===== config.mk =====
export PLATFORM = sky130hd
export DESIGN_NAME = toast_timer
export DESIGN_NICKNAME = d
export VERILOG_FILES = /design/src/rtl/toaster_pkg.sv /design/src/rtl/tick_gen.sv /design/src/rtl/toast_timer.sv
export SDC_FILE = /design/constraint.sdc
export NUM_CORES = 1
export LEC_CHECK = 0
export ABC_AREA = 0
export BUFFER_PORTS_ARGS = -buffer_cell sky130_fd_sc_hd__clkbuf_2
export CAP_MARGIN = 15
export CORE_ASPECT_RATIO = 0.7
export CORE_MARGIN = 4
export CORE_UTILIZATION = 45
export DETAILED_ROUTE_END_ITERATION = 7
export PLACE_DENSITY = 0.67
export SLEW_MARGIN = 20
export SYNTH_ARGS = -nofsm -noshare
export SYNTH_HDL_FRONTEND = slang
export SYNTH_HIERARCHICAL = 1
export SYNTH_SLANG_ARGS = --single-unit

===== constraint.sdc =====
create_clock -name clk -period 2.7 [get_ports clk]
set_clock_uncertainty 0.05 [all_clocks]
set_input_delay 0.27 -clock clk [delete_from_list [all_inputs] [get_ports clk]]
set_output_delay 0.27 -clock clk [all_outputs]
set_load 0.01 [all_outputs]

===== src/rtl/toaster_pkg.sv =====
// Shared types and constants for the toaster countdown timer.
// The BCD time word is {minutes, seconds tens, seconds units}.
package toaster_pkg;

    typedef enum logic [1:0] {
        ST_IDLE = 2'd0,
        ST_RUN  = 2'd1,
        ST_DONE = 2'd2
    } timer_state_t;

    typedef logic [3:0] bcd_t;

    localparam bcd_t SEC_TENS_MAX = 4'd5;
    localparam bcd_t DIGIT_MAX    = 4'd9;

    // A preset is usable only if every digit is decimal and the seconds stay below 60.
    function automatic logic bcd_time_valid(input logic [11:0] t);
        return (bcd_t'(t[11:8]) <= DIGIT_MAX) &&
               (bcd_t'(t[7:4])  <= SEC_TENS_MAX) &&
               (bcd_t'(t[3:0])  <= DIGIT_MAX);
    endfunction

endpackage


===== src/rtl/tick_gen.sv =====
// Prescaler that emits a one-cycle tick every TICK_CYCLES enabled clocks.
// clr has priority over en and restarts the count at zero.
module tick_gen #(
    parameter int unsigned TICK_CYCLES = 50_000_000
) (
    input  logic clk,
    input  logic reset_n,
    input  logic clr,
    input  logic en,
    output logic tick
);

    localparam int unsigned CNT_W = (TICK_CYCLES > 1) ? $clog2(TICK_CYCLES) : 1;
    localparam logic [CNT_W-1:0] TERM = CNT_W'(TICK_CYCLES - 1);

    logic [CNT_W-1:0] cnt_q;
    logic [CNT_W-1:0] cnt_d;
    logic             term_s;

    assign term_s = (cnt_q == TERM);
    assign tick   = en && !clr && term_s;

    // Next prescaler value: wraps on the terminal count so it never overflows.
    always_comb begin
        cnt_d = cnt_q;
        if (clr) begin
            cnt_d = '0;
        end else if (en) begin
            if (term_s) begin
                cnt_d = '0;
            end else begin
                cnt_d = cnt_q + CNT_W'(1);
            end
        end else begin
            cnt_d = cnt_q;
        end
    end

    // Prescaler register.
    always_ff @(posedge clk or negedge reset_n) begin
        if (!reset_n) begin
            cnt_q <= '0;
        end else begin
            cnt_q <= cnt_d;
        end
    end

endmodule


===== src/rtl/toast_timer.sv =====
// Toaster countdown timer: BCD m:ss preset, 1 s ticks, done/load_err pulses.
// FSM is IDLE -> RUN -> DONE; cancel returns to IDLE from anywhere.
module toast_timer
    import toaster_pkg::*;
#(
    parameter int unsigned TICK_CYCLES = 50_000_000
) (
    input  logic        clk,
    input  logic        reset_n,
    input  logic [11:0] set_time,
    input  logic        load,
    input  logic        start,
    input  logic        cancel,
    output logic [11:0] tLED,
    output logic        running,
    output logic        done,
    output logic        load_err
);

    timer_state_t state_q;
    timer_state_t state_d;
    logic [11:0]  tled_q;
    logic [11:0]  tled_d;
    logic         running_q;
    logic         running_d;
    logic         done_q;
    logic         done_d;
    logic         load_err_q;
    logic         load_err_d;

    logic         tick_s;
    logic         run_s;
    logic         set_ok_s;
    logic [11:0]  dec_s;

    // One-second decrement with BCD borrow from units to tens to minutes.
    function automatic logic [11:0] bcd_time_dec(input logic [11:0] t);
        bcd_t mins;
        bcd_t tens;
        bcd_t units;
        logic borrow_u;
        logic borrow_t;
        mins  = t[11:8];
        tens  = t[7:4];
        units = t[3:0];
        if (units == 4'd0) begin
            units    = DIGIT_MAX;
            borrow_u = 1'b1;
        end else begin
            units    = units - 4'd1;
            borrow_u = 1'b0;
        end
        borrow_t = 1'b0;
        if (borrow_u) begin
            if (tens == 4'd0) begin
                tens     = SEC_TENS_MAX;
                borrow_t = 1'b1;
            end else begin
                tens     = tens - 4'd1;
            end
        end
        if (borrow_t) begin
            mins = mins - 4'd1;
        end
        return {mins, tens, units};
    endfunction

    assign run_s    = (state_q == ST_RUN);
    assign set_ok_s = bcd_time_valid(set_time);
    assign dec_s    = bcd_time_dec(tled_q);

    // The prescaler is held cleared outside RUN so each start begins a full second.
    tick_gen #(
        .TICK_CYCLES(TICK_CYCLES)
    ) u_tick_gen (
        .clk    (clk),
        .reset_n(reset_n),
        .clr    (!run_s),
        .en     (run_s),
        .tick   (tick_s)
    );

    // State and output registers.
    always_ff @(posedge clk or negedge reset_n) begin
        if (!reset_n) begin
            state_q    <= ST_IDLE;
            tled_q     <= 12'h000;
            running_q  <= 1'b0;
            done_q     <= 1'b0;
            load_err_q <= 1'b0;
        end else begin
            state_q    <= state_d;
            tled_q     <= tled_d;
            running_q  <= running_d;
            done_q     <= done_d;
            load_err_q <= load_err_d;
        end
    end

    // Next state and displayed time; cancel outranks load, load outranks start.
    always_comb begin
        state_d = state_q;
        tled_d  = tled_q;
        case (state_q)
            ST_IDLE: begin
                if (cancel) begin
                    tled_d = 12'h000;
                end else if (load) begin
                    if (set_ok_s) begin
                        tled_d = set_time;
                    end else begin
                        tled_d = tled_q;
                    end
                end else if (start && (tled_q != 12'h000)) begin
                    state_d = ST_RUN;
                end else begin
                    state_d = ST_IDLE;
                end
            end
            ST_RUN: begin
                if (cancel) begin
                    state_d = ST_IDLE;
                    tled_d  = 12'h000;
                end else if (tick_s) begin
                    tled_d = dec_s;
                    if (dec_s == 12'h000) begin
                        state_d = ST_DONE;
                    end else begin
                        state_d = ST_RUN;
                    end
                end else begin
                    state_d = ST_RUN;
                end
            end
            ST_DONE: begin
                if (cancel) begin
                    state_d = ST_IDLE;
                    tled_d  = 12'h000;
                end else if (load && set_ok_s) begin
                    state_d = ST_IDLE;
                    tled_d  = set_time;
                end else begin
                    state_d = ST_DONE;
                end
            end
            default: begin
                state_d = ST_IDLE;
                tled_d  = 12'h000;
            end
        endcase
    end

    // Output decode, registered so every output is glitch-free.
    always_comb begin
        running_d  = (state_d == ST_RUN);
        done_d     = run_s && !cancel && tick_s && (dec_s == 12'h000);
        load_err_d = !run_s && load && !cancel && !set_ok_s;
    end

    assign tLED     = tled_q;
    assign running  = running_q;
    assign done     = done_q;
    assign load_err = load_err_q;

endmodule


; ---- Word-level counts from Yosys, hierarchy flattened
; Cells that the tools add are included.
[word_totals]
reg_bits = 43
out_inout_bits = 15
word_cells = 67
[op_classes]
add_sub_neg = 4
order_cmp = 3
n_eq_ne = 8
muxes = 26
reduce_logical = 20
[ops]
columns = cell, count
row1 = 12-bit 2-to-1 mux, 7
row2 = 26-bit 2-to-1 mux, 2
row3 = 12-bit case mux with 3 select lines, 1
row4 = "26-bit by 1-bit adder with 26-bit output, second input constant", 1
row5 = "26-bit equality test, second input constant", 1
row6 = 4-bit 2-to-1 mux, 4
row7 = 2-bit 2-to-1 mux, 7
row8 = 12-bit logical NOT, 1
row9 = "3-bit inequality test, second input constant", 4
row10 = 12-bit nonzero test, 1
row11 = "4-bit by 1-bit subtractor with 4-bit output, second input constant", 3
row12 = 1-bit logical AND, 11
row13 = "4-bit less-or-equal comparator, second input constant", 2
row14 = 4-bit logical NOT, 2
row15 = 2-bit case mux with 3 select lines, 1
row16 = "2-bit by 1-bit equality test with 1-bit output, second input constant", 2
row17 = "4-bit by 3-bit less-or-equal comparator with 1-bit output, second input constant", 1
row18 = 1-bit 2-to-1 mux, 4
row19 = 4-bit AND reduction, 1
row20 = 1-bit logical NOT, 3
row21 = "2-bit equality test, second input constant", 1
row22 = 2-bit logical NOT, 1

; ---- Longest topological paths before layout
[logic_depth]
ltp_word = 10
mapped_depth = 13
depth_no_buf = 9

; ---- Cells and area by module
; Netlist, hierarchy kept.
[by_module_without_submodules]
columns = module, n_inst, cells_each, area_each_um2, seq_area_each_um2
row1 = tick_gen, 1, 192, 1661.6, 650.6
row2 = toast_timer, 1, 128, 1087.3, 425.4

; ---- Worst setup path after synthesis
; No wires, ideal clock.
[synth_timing]
path_kind = reg2reg
start = reg u_tick_gen.cnt_q[10]
end = reg tled_q[10] (netlist: tLED[10])
setup_ns = 0.069
arrival_ns = 2.726
required_ns = 2.581
path_slack_ns = -0.145
path_stages_with_launch = 11
n_path_buf = 2
path_cell_list = dfrtp_1 > or4_4 > nor4_2 > buf_2 > nand2_4 > nor3_1 > nor2_2 > or2_1 > buf_6 > or4_1 > nand3_1
[synth_between]
elab_chain_len = 4
[synth_rtl]
columns = element, line
row1 = start: declaration, tick_gen.sv:16  ; logic [CNT_W-1:0] cnt_q;
row2 = start signal: assignment, tick_gen.sv:44  ; cnt_q <= cnt_d;
row3 = 26-bit equality test, tick_gen.sv:20  ; assign term_s = (cnt_q == TERM);
row4 = 1-bit logical AND, tick_gen.sv:21  ; assign tick = en && !clr && term_s;
row5 = named net tick_s, toast_timer.sv:31  ; logic tick_s;
row6 = 3-bit inequality test (no source line), -
row7 = 4-bit AND reduction (no source line), -
row8 = end signal: assignment, toast_timer.sv:93  ; tled_q <= tled_d;
row9 = end: declaration, toast_timer.sv:22  ; logic [11:0] tled_q;
; The timed path passes the listed nets, and every way through them passes these cells.
; A chain may end at the register's enable or synchronous reset.

; ---- Worst setup path in the final report
[layout_timing]
start = reg u_tick_gen.cnt_q[18]
end = reg tled_q[5] (netlist: tLED[5])
; The elaborated chain is that of the path after synthesis.

==> run metrics <==
CP Launch Type=flop; Hold-fix buffers, CTS=0; IO Pins=32; Hold WS=-0.003080 ns; Synth top area share=39.14%; setup TNS=0 ns; Least-Margin Pin Slew=around 0.89 ns; Ant. Diodes=0; XOR/XNOR Fraction of Synth Area=1.274%; crit path buf inv count=1; Rel. slew slack=40.33%; final slew viol count=0; first-pass GRT wire length=around 12 mm; Cell Pwr Density=around 520 mW/mm^2; Area Overhead vs Synth=17.71%; Max-Cap Viols=0; Critical Path AT=2.70 ns; # setup viols final=0; grt ovf=0; CP required=roughly 2.8 ns; register area=0.001079 mm^2; Synth Instances=320; Post-synth ARST share=100.0%; hold crit path type=primary input to asynchronous set/reset pin; largest net degree at the start of global routing=33; period utilisation layout=95.59%; Post-Syn Area per Cell=8.590 um^2; CP delay by family, top=simple AND/OR/NAND/NOR gates; Die Area=0.007443 mm^2; maximum level of the CTS H-tree=2; Switching Share=32.64%; Net Switching=~0.55 mW; deepest clock path buffer count=2; Internal=1.130 mW; Clock Sinks=43; First-pass DRT Iterations=4; post-synthesis mux area share=0.7738%; Synth Area in Compound Gates=22.89%; Post-synth EDFFs=0; number of distinct library cells after synthesis=between 60 and 70; total CTS buffers=5; Mapped Area=between 0.002 and 0.003 mm^2; fillers=542; combinational share of power=~25%; initial core utilization=between 40 and 50%; clock share of power=30.8%; final core occ=between 50% and 60%; Post-synth top flop=dfrtp_1; wire per inst=16.99 um; Die Y=73.39 um; met1 wire length=approximately 3.7 mm; Final min period=2.581 ns; top cells by area, synth=dfrtp_1 39%, o21ai_0 4.4%, nand2_1 4.4%; combinational family with the most area after synthesis=simple AND/OR/NAND/NOR gates; Final Hold Vio Count=3; Yosys warnings=6; crit path max fanout=13; crit-path cells=or4b_4 > nor4_4 > nand2_4 > nor3_4 > nor2_2 > or2_4 > buf_4 > o21ai_1 > o31ai_2; FP Rows=23; layout cells sized above 1=23.84%; CP max stage delay=0.54 ns; met2 wire length=3.101 mm; clock slew at reported path FFs=0.08 ns; wire length on met3=573 um; CP endpoint kind=flop; VDD IR max=0.2787 mV; Core ar.=between 0.005 and 0.006 mm^2; I/O Buffers=31; fin worst setup slack=0.1190 ns; flops & latches, synth=between 40 and 50; status=complete, but fails checks; Final Net Count=about 380; CTS root buf=clkbuf_8; achievable frequency=0.3875 GHz; syn nets=340; DRT Wirelength=roughly 7.5 mm; biggest area consumer among synthesized cells=dfrtp_1; highest metal used=met4; 1st-iter DRT viols=approximately 300; Final Wtd Congestion=0.9370; RSZ-0062 raised after global routing=no; critical path class=flop to flop; CTS tree=built; Post-route DRC=0; Clock Latency Late Sink=0.29 ns; Simple-Gate Fraction of Synth Area=29.90%; CP max stage cell=or4b_4; Die X=101.4 um; initial antenna violation count=0; failing checks=hold timing; Vias/cell=6.170; area occupied by multi-input gates=roughly 0.0016 mm^2; Total Routing Usage GR=21.12%; ANT nets after route=0; Seq pwr share=44.0%; Post-DP HPWL=5.542 mm; via count=2715; Lkg Pwr=between 1 and 1.5 nW; sequential fraction of the synthesis area=39.14%; Synth Area in Adders=1.365%; pre-CTS WS=0.08197 ns; vias in the first global route=roughly 2400
power by group through the flow:
| stage | sequential, mW | combinational (mW) | clock (mW) |
|---|---|---|---|
| 3_3_place_gp | 0.746 | 0.408 | 0 |
| 5_1_grt | 0.745 | 0.466 | 0.559 |
| 4_1_cts | 0.735 | 0.411 | 0.531 |
| 6_report | 0.737 | 0.423 | 0.516 |
| 2_1_floorplan | 0.751 | 0.256 | 0 |
| 3_5_place_dp | 0.747 | 0.409 | 0 |
path summary, 6_finish.rpt:
path,startpoint,to,slack [ns],depth (start not counted)
max,u_tick_gen/cnt_q[18],tLED[5],0.12,9
min,reset_n,u_tick_gen/cnt_q[12],-0.003,1
max reg2reg,u_tick_gen/cnt_q[18],tLED[5],0.12,9
min reg2reg,u_tick_gen/cnt_q[6],u_tick_gen/cnt_q[6],0.52,2
max in group asynchronous,reset_n,done,2.00,2
min in group clk,set_time[10],tLED[10],0.20,3
layout make-up:
class	count	area share (%)
multi-input combinational	250	48.84
sequential	43	33.33
timing repair buffer	54	10.13
tap	75	2.900
clock buffer	6	2.552
inverter	10	1.160
clock inverter	2	1.083
per-layer routing:
| layer | up-vias | track usage, % |
|---|---|---|
| met5 | - | 0 |
| met1 | 1303 | 34.12 |
| met4 | 0 | 5.015 |
| met3 | 9 | 4.839 |
| li1 | 1299 | - |
| met2 | 104 | 27.75 |
cells in the final DEF, fill, tap and decap left out, types with 4 or more instances in the layout:
| cell type | synthesis | routed |
|---|---|---|
| nor4_1 | 7 | 7 |
| dfrtp_1 | 43 | 41 |
| o21ai_1 | 4 | 6 |
| buf_4 | 2 | 23 |
| clkbuf_8 | 0 | 6 |
| or4_1 | 4 | 4 |
| a21oi_1 | 22 | 21 |
| a31oi_1 | 7 | 7 |
| clkbuf_2 | 0 | 31 |
| o21ai_0 | 24 | 22 |
| nor3_1 | 8 | 7 |
| inv_1 | 10 | 10 |
| or3_1 | 4 | 4 |
| nand3_1 | 10 | 10 |
| nand4_1 | 16 | 16 |
| nand2_1 | 32 | 32 |
| or2_2 | 4 | 4 |
| nor2_1 | 27 | 27 |
| a22oi_1 | 10 | 10 |
metrics by stage:
step           area (um^2)  hold slack [ns]  total power [mW]  instances
5_1_grt               3236          0.06440             1.771        440
3_3_place_gp          3054           0.3585             1.154        427
4_1_cts               3172          0.03034             1.677        435
6_report              3236        -0.003080             1.677        440
2_1_floorplan         2763         -0.07559             1.006        320
3_5_place_dp          3054           0.3512             1.156        427
state kept, by name, indices dropped and copies added (netlist names):
register	flops
u_tick_gen/cnt_q	26
running	1
state_q	2
done	1
load_err	1
tLED	12
Yosys cell counts (7+ instances only):
library cell,instances
clkbuf_1,9
dfrtp_1,43
nand2_1,32
a21oi_1,22
nor3_1,8
nand4_1,16
o21ai_0,24
a22oi_1,10
inv_1,10
nand3_1,10
nor2_1,27
a31oi_1,7
nor4_1,7
kinds of logic (layout without fill, tap and decap cells):
kind of cell / count (synthesis) / after routing
AND/OR/NAND/NOR: 144 / 144
adder cells (fa/ha/maj): 3 / 3
buffers and inverters: 27 / 72
flip-flops: 43 / 43
multiplexers: 2 / 2
XOR/XNOR: 4 / 4
AO/OA/AOI/OAI: 97 / 97
timing repair:
action / in CTS / in global routing
setup buffers: 0 / 5
resized for setup: 0 / 8
endpoints found under the setup margin: 0 / 5
No activity file was read; power rests on OpenSTA's default activity.
